[config.mk]
export PLATFORM = sky130hd
export DESIGN_NAME = dmux_seq_driver
export DESIGN_NICKNAME = d
export VERILOG_FILES = /design/src/rtl/dmux_seq_driver.sv
export SDC_FILE = /design/constraint.sdc
export NUM_CORES = 1
export LEC_CHECK = 0
export ABC_CLOCK_PERIOD_IN_PS = 5700
export CORE_MARGIN = 1
export CORE_UTILIZATION = 33
export DETAILED_ROUTE_END_ITERATION = 8
export PLACE_DENSITY = 0.57
export SKIP_CTS_REPAIR_TIMING = 1
export SYNTH_ARGS = -nofsm -noshare
export SYNTH_HDL_FRONTEND = slang
export SYNTH_SLANG_ARGS = --single-unit
[constraint.sdc]
create_clock -name clk -period 5.7 [get_ports clk]
set_input_delay 0.57 -clock clk [delete_from_list [all_inputs] [get_ports clk]]
set_output_delay 0.57 -clock clk [all_outputs]
set_load 0.02 [all_outputs]
[src/rtl/dmux_seq_driver.sv]
// Serial scan driver for the 1-to-8 demux: takes a word over valid/ready and
// presents one bit per channel on data_out with the matching channel select.
// Ports:
//   clk, rst_n             - clock, async active-low reset
//   word_in, word_valid    - 8-bit word in; word_ready is its registered ready
//   abort                  - synchronous frame cancel
//   data_out, sel          - serial bit and 3-bit channel select to the demux
//   busy, frame_done       - scan active; one-cycle pulse after a full frame
module dmux_seq_driver #(
  parameter int unsigned DWELL   = 1,
  parameter bit          DESCEND = 1'b0
) (
  input  logic       clk,
  input  logic       rst_n,
  input  logic [7:0] word_in,
  input  logic       word_valid,
  output logic       word_ready,
  input  logic       abort,
  output logic       data_out,
  output logic [2:0] sel,
  output logic       busy,
  output logic       frame_done
);

  localparam logic [0:0] IDLE = 1'b0;
  localparam logic [0:0] SCAN = 1'b1;

  localparam logic [2:0] FIRST  = DESCEND ? 3'd7 : 3'd0;
  localparam logic [2:0] LAST   = DESCEND ? 3'd0 : 3'd7;
  localparam logic [7:0] RELOAD = 8'(DWELL - 1);

  logic [0:0] state_q, state_d;
  logic [7:0] word_q, word_d;
  logic [2:0] idx_q, idx_d;
  logic [7:0] dwell_q, dwell_d;
  logic       done_q, done_d;
  logic       ready_q, ready_d;
  logic       busy_q, busy_d;
  logic       dout_q, dout_d;
  logic [2:0] sel_q, sel_d;
  logic       scan_d;

  always_comb begin
    state_d = state_q;
    word_d  = word_q;
    idx_d   = idx_q;
    dwell_d = dwell_q;
    done_d  = 1'b0;
    case (state_q)
      IDLE: begin
        // abort in IDLE suppresses the transfer even though ready is high
        if (word_valid && !abort) begin
          word_d  = word_in;
          idx_d   = FIRST;
          dwell_d = RELOAD;
          state_d = SCAN;
        end
      end
      SCAN: begin
        if (abort) begin
          state_d = IDLE;
        end else if (dwell_q != 8'd0) begin
          dwell_d = dwell_q - 8'd1;
        end else if (idx_q == LAST) begin
          state_d = IDLE;
          done_d  = 1'b1;
        end else begin
          idx_d   = DESCEND ? idx_q - 3'd1 : idx_q + 3'd1;
          dwell_d = RELOAD;
        end
      end
      default: state_d = IDLE;
    endcase
  end

  // Outputs are computed from next state so every port is a flop.
  always_comb begin
    scan_d  = (state_d == SCAN);
    ready_d = !scan_d;
    busy_d  = scan_d;
    sel_d   = scan_d ? idx_d : 3'd0;
    dout_d  = scan_d & word_d[idx_d];
  end

  always_ff @(posedge clk or negedge rst_n) begin
    if (!rst_n) begin
      state_q <= IDLE;
      word_q  <= 8'd0;
      idx_q   <= 3'd0;
      dwell_q <= 8'd0;
      done_q  <= 1'b0;
      ready_q <= 1'b1;
      busy_q  <= 1'b0;
      dout_q  <= 1'b0;
      sel_q   <= 3'd0;
    end else begin
      state_q <= state_d;
      word_q  <= word_d;
      idx_q   <= idx_d;
      dwell_q <= dwell_d;
      done_q  <= done_d;
      ready_q <= ready_d;
      busy_q  <= busy_d;
      dout_q  <= dout_d;
      sel_q   <= sel_d;
    end
  end

  assign word_ready = ready_q;
  assign busy       = busy_q;
  assign data_out   = dout_q;
  assign sel        = sel_q;
  assign frame_done = done_q;

endmodule

Yosys cells after proc, flatten, opt, wreduce, memory -nomap -nowiden:

Cells that the tools add are included.

* bitwise gates (word level): 2
* equal/unequal tests: 4
* order comparisons: 1
* add/sub/neg operators: 2
* mux-type cells: 24
* reduce and logical (&&, ||, !) cells: 5

Operators by type and width (number)
* $mux 8: 6
* $pmux 8 s2: 1
* $mux 3: 5
* $mux 1: 9
* $reduce_bool 8->1: 1
* $sub 8x1->8 const B: 1
* $pmux 3 s2: 1
* $lt 3x4->1 const B: 1
* $ne 2x2->1 const B: 2
* $add 3x1->3 const B: 1
* $bmux 1 s3: 1
* $eq 3x3->1 const B: 1
* $ne 3x3->1 const B: 1
* $reduce_and 3->1: 1
* $logic_not 1->1: 2
* $pmux 1 s2: 1
* $and 1x1->1: 1
* $logic_and 1x1->1: 1
* $not 1->1: 1

* output and inout port bits: 7
* bits of input ports: 12
* register bits: 26
* logic and storage cells: 46

Logic depth before layout (Yosys ltp):

* depth in word-level cells: 8
* depth in mapped cells: 10
* depth with buffers taken out: 9

Worst setup path after synthesis:

OpenSTA, ideal clock, no wires.

* kind: input port to flip-flop
* start: input abort
* end: register dwell_q[5]
* cell stages on the path: 6
* buffers on the path: 1
* data arrival time: 1.821 ns
* path slack: 3.760 ns
* library setup time: 0.119 ns
* data required time: 5.581 ns
* cells stage by stage: or3b_2 > and2_1 > buf_2 > nor4b_1 > xnor2_1 > nor2_1

* longest elaborated chain between the ends: 4
* elaborated cells on any way between the ends: 5
* classes of those cells: eq/ne: 2; reduce/logical: 3

RTL lines
* start, declared: RTL line 18 `input logic abort,`
* $logic_not 1->1: RTL line 52 `if (word_valid && !abort) begin`
* $logic_and 1x1->1: RTL line 52
* $ne 2x2->1 (no line)
* $reduce_and 3->1 (no line) *
* end signal, assigned: RTL line 100 `dwell_q <= dwell_d;`
* end, declared: RTL line 35 `logic [7:0] dwell_q, dwell_d;`

Mark *: on every way between the ends. The rest lies on a longest branch, timed or not.
A chain may end at the register's enable or synchronous reset.

Final worst setup path:

* start: input abort
* end: register dout_q, in the netlist data_out

* longest elaborated chain between the ends: 7
* elaborated cells on any way between the ends: 13
* classes of those cells: mux: 10; bitwise: 1; reduce/logical: 2

RTL lines
* $logic_not 1->1: RTL line 52
* $logic_and 1x1->1: RTL line 52
* $mux 8: RTL line 52
* $mux 8: RTL line 49 `case (state_q)`
* named net word_d[6]: RTL line 33 `logic [7:0] word_q, word_d;`
* $bmux 1 s3: RTL line 82 `dout_d = scan_d & word_d[idx_d];`
* $mux 1 (not written as such): RTL line 82
* $and 1x1->1: RTL line 82
* named net dout_d: RTL line 39 `logic dout_q, dout_d;`
* end signal, assigned: RTL line 104 `dout_q <= dout_d;`
* end, declared: RTL line 39

The timed path passes the listed nets, and every way through them passes these cells. The select of a mux whose other input is x is not followed.

==> impl_metrics.csv <==
group,metric,value,unit
outcome,status,"finished, final reports clean",
timing,fin_crit_sh,43.2,%
routing,routed_via_density,4.97,
finish,n_fill_cell,378,
routing,post_drt_wl_per_cell,12.3,microns
clock_tree,clockRootBuffer,"clkbuf_8",
critical_path,timing.rr.end,"dwell_q[3]",
floorplanning,dieArea,4130,sq um
place,place_area,1520,sq um
routing,dr.pass1.iters,4,
yosys,synth_fp_nets,142,
timing,skew,0.00389,ns
place,gp_congestion,0.795,
clock_tree,cts_buffers,3,
clock_tree,path_clk_slew,0.09,ns
yosys,synth_cells,127,
critical_path,cp_max_fo,11,
worst_hold_path,min_path_type,"flop to flop",
finish,area_growth,22.7,%
routing,first_iter_violations,22,
routing,vias,969,
grt,grt_first_pass_wirelength,4200,microns
critical_path,cp-end-kind,"flop",
yosys,ys_async_sr_fraction,100,%
yosys,syn_area_per_cell,10.1,sq um
pwr,power_density,418,nW/um^2
floorplanning,die_w,64.3,microns
worst_hold_path,holdPathStages,2,
finish,drive_gt1_share,11.6,%
worst_hold_path,min_from,"word_q[1]",
critical_path,r2r_cells,7,
critical_path,worstPathArrival,2.66,ns
timing,tightestPinTransition,1.10,ns
timing,finalHoldViolCount,0,
finish,postLayoutCellArea,1570,sq um
timing,final-setup-viol-count,0,
timing,finalSetupTns,0,ns
worst_hold_path,min_to,"word_q[1]",
yosys,synth_edf_count,0,
yosys,synth.yosys.seq_area_share,50.9,%
floorplanning,rows,22,
clock_tree,cts_tree,"built",
grt,grt_max_degree,27,
timing,clock.fmax,406,MHz
yosys,synth.distinct_cells,38,
timing,maxSlewViolCount,0,
floorplanning,start_util,34.7,%
critical_path,setup.worst_path.start_class,"primary input",
critical_path,worstReg2RegStart,"dwell_q[3]",
grt,grt_pass1_vias,916,
clock_tree,h-tree-depth,1,
floorplanning,io_pins,19,
pwr,finalPower,656,uW
yosys,synth_area,1280,sq um
yosys,synth_top_area_share,48.9,%
critical_path,worstPathRequired,5.89,ns
critical_path,rrSetupSlack,3.52,ns
yosys,synth_flop_cell,"dfrtp_1",
finish,antenna-diode-count,0,
finish,final_cells,195,
grt,grt_usage,12.9,%
place,dp_hpwl,1740,microns
routing,drc_errors,0,
yosys,ys_warn_count,0,
pwr,peakVddDrop,126,uV
floorplanning,core_area,3690,sq um
timing,layout_min_cycle_time,2.46,ns
timing,max-slew-margin-rel,26.4,%
place,port_buffers,18,
clock_tree,cts.sinks,26,
routing,antenna_left,0,
grt,grt-ovfl-total,0,
yosys,ys_ff_latch,26,
clock_tree,clockBufferDepth,2,
yosys,synth_top_area_cell,"dfrtp_1",
pwr,p_leak,0.715,nW
clock_tree,insertion_delay,0.26,ns
critical_path,crit_type,"primary input to flop",
place,placed_cells,191,
routing,finalWirelength,2410,microns
finish,fin_nets,163,
job,drv_cap,0,
yosys,yosys-top-cells-area,"dfrtp_1, nand2_1, mux2i_1, ha_1, o21ai_0",
grt,antenna_found_initial,0,
floorplanning,chipHeight,64.3,microns
timing,rsz0062_at_grt,"false",
## how the worst max path moves through the flow
stage | start | endpoint | slack [ns] | depth (start not counted)
3_5_place_dp | abort | data_out | 2.91 | 7
5_1_grt | abort | data_out | 3.03 | 7
2_1_floorplan | abort | dwell_q[5] | 3.76 | 6
3_3_place_gp | abort | data_out | 2.99 | 7
6_report | abort | data_out | 3.24 | 7
4_1_cts | abort | data_out | 3.19 | 7
## Yosys cell counts, types with 2 or more instances
master	instances
and2_1	2
and2_2	2
clkbuf_1	2
dfrtp_1	25
ha_1	3
inv_1	5
mux2i_1	4
nand2_1	33
nand2b_1	4
nor2_1	9
nor3_1	2
o21ai_0	7
o31ai_1	2
xnor2_1	2
xor2_1	2
## cells by family after synthesis
family	share of synthesized area (%)
buffers and inverters	2.44
AOI/OAI and AO/OA	8.80
muxes	5.77
adders and majority gates	2.93
xor gates and xnor gates	2.74
DFF	50.9
and+or+nand+nor	26.4
## critical path, stage by stage
cell and delay [ns]:
clkdlybuf4s50_1 0.46, nor3b_1 0.92, nand2_1 0.12, nand2_1 0.11, mux2i_1 0.07, mux2_2 0.28
o211ai_2 0.13
## state kept, by name, indices dropped and copies added (netlist names)
| register | flops |
|---|---|
| data_out | 1 |
| word_q | 8 |
| dwell_q | 8 |
| frame_done | 1 |
| sel | 3 |
| idx_q | 3 |
| word_ready | 1 |
| busy | 1 |
## layer usage
metal	wire length [microns]	GRT usage, %	up-vias
met5	0	0	-
li1	-	-	470
met3	112	2.68	2
met1	1250	19.0	463
met4	17	4.44	0
met2	1030	18.6	34
## stage by stage
stage	setup WS (ns)	util, %	hold slack [ns]
final	3.24	42.6	0.478
after global routing	3.03	42.6	0.524
after CTS	3.19	42.6	0.481
after detailed placement	2.91	41.1	0.462
after global placement	2.99	41.1	0.458
after floorplan	3.76	-	0.274
## cell type report
cell class	count	area (sq um)	area share (%)
flip-flops and latches	26	652	41.5
inverters	5	18.8	1.20
repair buffers	19	188	12.0
well taps	48	60.1	3.82
clock buffers	4	55.1	3.51
multi-input cells	93	597	38.0
## power breakdown
| part | internal [mW] | switching (mW) |
|---|---|---|
| combinational | 0.116 | 0.150 |
| clock | 0.0616 | 0.0544 |
| sequential | 0.230 | 0.0449 |
## cells in the final DEF, fill, tap and decap left out, drive strengths merged, types with 2 or more instances in the layout
cell and n:
o31ai 2, clkdlybuf4s50 18, inv 5, nor4 2, xor2 2, xnor2 2
nor2 9, nor3 2, clkbuf 4, ha 3, nand2b 4, dfrtp 25
mux2i 5, o21ai 7, nand2 33, nor3b 2, and2 4
No activity file was read; power rests on OpenSTA's default activity.
==> variant (same settings) <==
`DESCEND`: 1'b0 -> 1'b1.
--- a/src/rtl/dmux_seq_driver.sv
+++ b/src/rtl/dmux_seq_driver.sv
@@ -9,5 +9,5 @@
 module dmux_seq_driver #(
   parameter int unsigned DWELL   = 1,
-  parameter bit          DESCEND = 1'b0
+  parameter bit          DESCEND = 1'b1
 ) (
   input  logic       clk,
Function: changed (Yosys sat finds a counterexample within 4 cycles, from zero or initial values and one cycle with rst_n low).
==> variant against the original RTL <==
- worst setup slack got worse by 0.013 ns
- sequential share of layout area rose by 1.3 points
- synthesized area fell by 4.2%
- total power fell by 5.3%
- design area fell by 2.9%
- wire length fell by 3.2%
- largest power group unchanged
- maximum frequency fell by 0.52%
- count of clock-buffer cells in the layout did not move
- sequential cell count did not move
- hold slack improved by 0.0021 ns
==> variant: results (changes against the original RTL) <==
metric	value	unit	change
CP max-delay cell	a21oi_2		
Max clock buf depth	2		unchanged
DP HPWL	1734	um	-0.37%
clock latency on the worst-skew pair	0.27	ns	
Synthesis Warnings	0		unchanged
nets	155		-4.9%
status	complete, no violations		
FILL cells	327		-13%
critical path class	reg -> reg		
router iterations before antenna repair	4		unchanged
initial antenna violation count	0		unchanged
port bufs	18		unchanged
crit path max fanout	15		+4
delay-heaviest family, CP	simple AND/OR/NAND/NOR gates		
vias	886		-8.6%
worst min path class	reg -> reg		
synth top area cells	dfrtp_1, mux2_2, nor2_1, ha_1, o21ai_1		
first-pass GRT wire length	3919	um	-6.6%
biggest regs	dwell_q x8, word_q x8		
Crit path largest cell delay	0.61	ns	-0.31 ns
setup TNS	0	ns	unchanged
post-synthesis sequential area ratio	0.5316		+0.02235
H-tree depth	1		unchanged
Yosys cell types	31		-18%
Worst VDD drop	0.1855	mV	+47%
ant diodes	0		unchanged
Leak Pwr	0.6557	nW	-8.3%
GRT Util Overall	0.1284		-0.0006738
Inserted Clock Buffers	3		unchanged
initial drt markers	82		+270%
Worst Reg2Reg Path Length in Cells	8		+1
CTS root buf	clkbuf_8		
worst setup path endpoint	data_out		
gpl congestion	0.8186		+2.9%
fraction of registers with async set/reset	1.000		unchanged
worst reg2reg setup slack	3.22	ns	-0.30 ns
crit path DAT	2.63	ns	-0.03 ns
vias in the first global route	876		-4.4%
commonest cells in the netlist	dfrtp_1, nor2_1, mux2_2, o21ai_1, nand2_1		
Final Skew	0.006424	ns	+0.002532 ns
clock transition at the registers of the reported paths	0.09	ns	about the same
DR WL/cell	12.67	um	+2.6%
reg2reg start	dwell_q[0]		
Slew HR	0.5159		+0.2522
largest net degree at the start of global routing	27		unchanged
Area after DPL	1469	um2	-3.1%
Syn Nets	132		-7.0%
layout cell share with drive strength beyond 1	0.1594		+0.04377
[variant: power breakdown]
part,leakage (nW),internal (mW),switching (mW)
Combinational,0.307,0.106,0.141
Clock,0.0288,0.0617,0.0556
Sequential,0.319,0.227,0.0306
Total,0.656,0.395,0.227
[variant: layer usage]
layer	track usage	vias to the layer above	wire, um	share of wire
li1	-	451	-	-
met1	0.1507	412	1023	0.44
met2	0.2164	17	1171	0.50
met3	0.04380	6	87	0.037
met4	0.04360	0	50	0.021
met5	0	-	0	0
[variant: how the worst min path moves through the flow]
stage / startpoint / end / slack, ns / depth (start not counted)
4_1_cts: dwell_q[7] / dwell_q[7] / 0.48 / 1
3_3_place_gp: dwell_q[7] / dwell_q[7] / 0.47 / 1
2_1_floorplan: rst_n / busy / 0.27 / 0
5_1_grt: dwell_q[7] / dwell_q[7] / 0.52 / 1
6_report: dwell_q[7] / dwell_q[7] / 0.48 / 1
3_5_place_dp: dwell_q[7] / dwell_q[7] / 0.47 / 1
[variant: cells by family (layout without fill, tap and decap cells)]
family / after synthesis / in the layout / share of synthesized area
AOI/OAI and AO/OA: 25 / 25 / 0.1143
adders and majority gates: 4 / 4 / 0.04082
buffers and inverters: 10 / 32 / 0.03673
DFF: 26 / 26 / 0.5316
muxes: 10 / 10 / 0.09490
and+or+nand+nor: 41 / 41 / 0.1816
[variant: final cells by class]
cell class,instances,area (um2),share of cell area
timing repair buffer,20,195.2,0.1281
multi-input combinational,80,529.3,0.3473
inverter,8,35.03,0.02299
clock buffer,4,55.05,0.03612
tap,46,57.56,0.03777
sequential,26,651.9,0.4278
[variant: through the flow]
step | setup WS (ns) | hold WS, ns | instances | utilization
3_3_place_gp | 3.323 | 0.4697 | 180 | 0.4268
5_1_grt | 3.045 | 0.5151 | 184 | 0.4427
3_5_place_dp | 3.262 | 0.4719 | 180 | 0.4268
6_report | 3.225 | 0.4804 | 184 | 0.4427
4_1_cts | 3.242 | 0.4801 | 184 | 0.4427
2_1_floorplan | 3.682 | 0.2744 | 116 | -
